--- src/rtl/weight_ram_ctrl.sv ---
// Weight RAM sequencer/arbiter: LFSR init sweep after reset or on request, then shares one RAM port.
// Define WCTRL_ROUND_ROBIN_EN for round-robin arbitration instead of fixed write priority.
module weight_ram_ctrl #(
  parameter int unsigned    DW    = 10,
  parameter int unsigned    AW    = 7,
  parameter int unsigned    DEPTH = 128,
  parameter logic [DW-1:0]  SEED  = 10'h1A5
) (
  input  logic          Clock,
  input  logic          Rst,
  input  logic          init_req,
  output logic          init_busy,
  output logic          init_done,
  input  logic          rd_req,
  input  logic [AW-1:0] rd_addr,
  output logic          rd_gnt,
  output logic          rd_valid,
  output logic [DW-1:0] rd_data,
  input  logic          wr_req,
  input  logic [AW-1:0] wr_addr,
  input  logic [DW-1:0] wr_data,
  output logic          wr_gnt,
  output logic [AW-1:0] ram_addr,
  output logic [DW-1:0] ram_d,
  output logic          ram_we,
  input  logic [DW-1:0] ram_q
);

  typedef enum logic [0:0] {StInit, StRun} state_e;

  localparam logic [AW-1:0] LastAddr = AW'(DEPTH - 1);

  state_e        state_q;
  logic [AW-1:0] cnt_q;
  logic [DW-1:0] lfsr_q;
  logic [AW-1:0] addr_q;
  logic          rd_valid_q;
  logic          init_done_q;
  logic          run_ok;
  logic          wr_pick;

  // No grants during the sweep nor in the cycle a new sweep is requested.
  assign run_ok = (state_q == StRun) && !init_req;

`ifdef WCTRL_ROUND_ROBIN_EN
  logic rr_last_q;  // 1: last grant went to the writer

  assign wr_pick = wr_req && (!rd_req || !rr_last_q);

  always_ff @(posedge Clock or negedge Rst) begin
    if (!Rst) begin
      rr_last_q <= 1'b0;
    end else if (wr_gnt) begin
      rr_last_q <= 1'b1;
    end else if (rd_gnt) begin
      rr_last_q <= 1'b0;
    end
  end
`else
  assign wr_pick = wr_req;
`endif

  assign wr_gnt = run_ok && wr_pick;
  assign rd_gnt = run_ok && rd_req && !wr_pick;

  // The address is held at its last value whenever the port is idle.
  always_comb begin
    ram_we   = 1'b0;
    ram_addr = addr_q;
    ram_d    = '0;
    if (state_q == StInit) begin
      ram_we   = 1'b1;
      ram_addr = cnt_q;
      ram_d    = lfsr_q;
    end else if (wr_gnt) begin
      ram_we   = 1'b1;
      ram_addr = wr_addr;
      ram_d    = wr_data;
    end else if (rd_gnt) begin
      ram_addr = rd_addr;
    end
  end

  always_ff @(posedge Clock or negedge Rst) begin
    if (!Rst) begin
      state_q     <= StInit;
      cnt_q       <= '0;
      lfsr_q      <= SEED;
      addr_q      <= '0;
      rd_valid_q  <= 1'b0;
      init_done_q <= 1'b0;
    end else begin
      addr_q      <= ram_addr;
      rd_valid_q  <= rd_gnt;
      init_done_q <= 1'b0;
      unique case (state_q)
        StInit: begin
          lfsr_q <= {lfsr_q[DW-2:0], lfsr_q[DW-1] ^ lfsr_q[DW-4]};
          cnt_q  <= cnt_q + 1'b1;
          if (cnt_q == LastAddr) begin
            state_q     <= StRun;
            init_done_q <= 1'b1;
          end
        end
        StRun: begin
          // LFSR keeps running state, so a re-sweep produces fresh weights.
          if (init_req) begin
            state_q <= StInit;
            cnt_q   <= '0;
          end
        end
        default: state_q <= StInit;
      endcase
    end
  end

  assign init_busy = (state_q == StInit);
  assign init_done = init_done_q;
  assign rd_valid  = rd_valid_q;
  assign rd_data   = ram_q;

endmodule

--- config.mk ---
export PLATFORM = sky130hd
export DESIGN_NAME = weight_ram_ctrl
export DESIGN_NICKNAME = d
export VERILOG_FILES = /design/src/rtl/weight_ram_ctrl.sv
export SDC_FILE = /design/constraint.sdc
export NUM_CORES = 1
export LEC_CHECK = 0
export ABC_AREA = 1
export BUFFER_PORTS_ARGS = -buffer_cell sky130_fd_sc_hd__buf_2
export CAP_MARGIN = 10
export CORE_ASPECT_RATIO = 1.1
export CORE_MARGIN = 5
export CORE_UTILIZATION = 35
export CTS_CLUSTER_SIZE = 20
export DETAILED_ROUTE_END_ITERATION = 16
export GPL_TIMING_DRIVEN = 0
export PLACE_DENSITY = 0.59
export SETUP_SLACK_MARGIN = 0.05
export SLEW_MARGIN = 10
export SYNTH_ARGS = -nofsm -noshare
export SYNTH_HDL_FRONTEND = slang
export SYNTH_SLANG_ARGS = --single-unit
--- constraint.sdc ---
create_clock -name Clock -period 1.7 [get_ports Clock]
set_input_delay 0.51 -clock Clock [delete_from_list [all_inputs] [get_ports Clock]]
set_output_delay 0.51 -clock Clock [all_outputs]
set_load 0.01 [all_outputs]
==> flow_metrics.tcl <==
set metrics [dict create \
    outcome "complete, but fails checks" \
    violations "negative setup slack" \
    maxCapViolations 0 \
    port_buffers 61 \
    fp.coreArea_um2 4250 \
    period_share_pct 118 \
    setup_violations 21 \
    dp_hpwl_mm 2.76 \
    cts_buffers 3 \
    drive_gt1_share_pct 42.0 \
    grt_overflow 0 \
    cp-end-kind "output port" \
    p_leak_uw 0.00125 \
    slew_headroom_pct 60.3 \
    via_per_inst 4.31 \
    ff2ff_setup_slack_ps 280 \
    dieArea_um2 5760 \
    ir_worst_vdd_v 0.000312 \
    avgSynthCellArea_um2 7.88 \
    holdBufCountCts 0 \
    grt_usage_pct 13.1 \
    cts_tree "done" \
    crit_path_max_fanout 10 \
    p_per_area_nw_per_um2 1050 \
    slew_violations 0 \
    h-tree-depth 1 \
    setup-tns-final_ps -4550 \
    worstReg2RegStart "state_q" \
    mostFrequentLayoutCells "nand2_1, buf_2, inv_1" \
    pre_cts_slack_ps -254 \
    fin_worst_skew_ps 5.10 \
    grt_antenna_before_repair 0 \
    fmax_mhz 499 \
    layout_commonest_cell "nand2_1" \
    synthCells 193 \
    hold_path.class "in2async" \
    row_count 25 \
    arrival_ps 1490 \
    io_pins 72 \
    crit-reg2reg-capture "addr_q[2]" \
    via_count 1393 \
    path_clk_slew_ps 90 \
    grt_pass1_wl_mm 5.98 \
    stdcell_count 323 \
    dpl.cell_count 308 \
    ys_seq_elements 27 \
    gp_congestion 0.766 \
    yosysUniqueCellTypes 27 \
    crit_path_start_kind "register" \
    setup_slack_ps -303 \
    dieWidth_um 72.8 \
    fillers 451 \
    syn_nets 233 \
    syn_area_um2 1520 \
    die_h_um 79.1 \
    cp.required_ps 1190 \
    ff_latch_area_um2 682 \
    worstSetupStartpoint "state_q" \
    critPathKind "reg2out" \
    nNetsFinal 310 \
    cts_root_buf "clkbuf_8" \
    multi_input_area_um2 603 \
    finalHoldViolCount 0 \
    grt_max_degree 28 \
    yosysWarnings 0 \
    final_antenna_net_count 0 \
    drc 0 \
    start_util_pct 35.7 \
    antennaDiodeCount 0 \
    dr.pass1.iters 4 \
    routed_wl_mm 3.60 \
    wl_per_cell_um 11.1 \
    worst_pin_slew_ps 596 \
    worst_r2r_path_depth 9 \
    clk_latency_ps 280 \
    drt_iter0_drc 28 \
    syn_to_final_growth_pct 34.4 \
    finalCriticalPeriod_ps 2000 \
    rsz0062_at_grt "true" \
    numClockSinks 27 \
    grt_pass1_vias 1401 \
    ctsLongestPathBuffers 2 \
    critPathCapture "ram_addr[2]" \
    yosysSeqAreaShare_pct 44.9 \
]
sequential cells by signal, indices dropped and copies added (netlist names):
signal / count
addr_q: 7
rd_valid: 1
init_done: 1
cnt_q: 7
state_q: 1
lfsr_q: 10
worst min path at each step:
stage / start / slack [ps] / endpoint / cells past startpoint
2_1_floorplan: Rst / 210 / addr_q[0] / 0
3_3_place_gp: lfsr_q[6] / 410 / lfsr_q[0] / 1
3_5_place_dp: lfsr_q[6] / 430 / lfsr_q[0] / 1
4_1_cts: Rst / 260 / rd_valid / 1
5_1_grt: Rst / 290 / rd_valid / 1
6_report: Rst / 220 / rd_valid / 1
timing repair:
action                                  CTS  global route
hold endpoints to repair                  0             0
resized for setup                         4             3
setup buffers                             6             5
pin swaps                                 3             5
endpoints found under the setup margin   20            21
synth_stat cells (all sizes together):
library cell | number | area, um^2
nand2 | 75 | 292
inv | 29 | 111
dfrtp | 22 | 551
buf | 16 | 124
o21ai | 11 | 55.1
nand3 | 10 | 55.1
nor2 | 6 | 38.8
o211ai | 6 | 75.1
dfstp | 5 | 131
a21oi | 3 | 15.0
nand4 | 2 | 12.5
a31oi | 1 | 6.26
clkinv | 1 | 5.00
ha | 1 | 12.5
mux2i | 1 | 10.0
nor3 | 1 | 5.00
o22ai | 1 | 6.26
or2 | 1 | 6.26
xnor2 | 1 | 8.76
metal layers:
layer  routed length (um)  up-vias  part of all wire [%]  global-route usage [%]
met2                 1590       51                    44                    20.8
met3                  320        5                   8.9                    2.78
met5                    0        -                     0                       0
met1                 1630      600                    45                    17.1
li1                     -      737                     -                       -
met4                   57        0                   1.6                    5.17
cells by family (layout without fill, tap and decap cells):
kind of cell	after synthesis	count (layout)	share of synthesized area [%]
AO/OA/AOI/OAI	22	22	10.4
buffers and inverters	46	122	15.8
AND/OR/NAND/NOR	95	95	26.9
XOR/XNOR	1	1	0.576
adder cells (fa/ha/maj)	1	1	0.823
multiplexers	1	1	0.658
flip-flops	27	27	44.9
final cells by class:
cell class	count	area share, %
Sequential cell	27	33.4
Multi-Input combinational cell	120	29.5
Timing Repair Buffer	72	19.3
Buffer	16	6.25
Inverter	30	6.06
Tap cell	54	3.31
Clock buffer	4	2.20
stage by stage:
stage	area (um^2)	util, %	power (uW)	hold WS, ps
2_1_floorplan	1520	-	1430	214
3_3_place_gp	1900	44.6	1680	413
3_5_place_dp	1900	44.6	1700	427
4_1_cts	2000	46.9	2120	255
5_1_grt	2040	48.0	2360	286
6_report	2040	48.0	2150	224
report_power, final:
part	internal [uW]	leakage (uW)	switching [uW]
Sequential	814	0.000328	109
Combinational	393	0.000901	465
Clock	168	0.0000228	199
Total	1380	0.00125	773
critical path, cell delays in order, from the launching register on:
cell and delay, ps:
dfrtp_1 350, buf_6 140, inv_8 50, nor2_8 80, nand2_4 70, buf_8 140, o211ai_2 130, nand2_1 90
buf_2 150
Power figures use the tool's default switching activity.
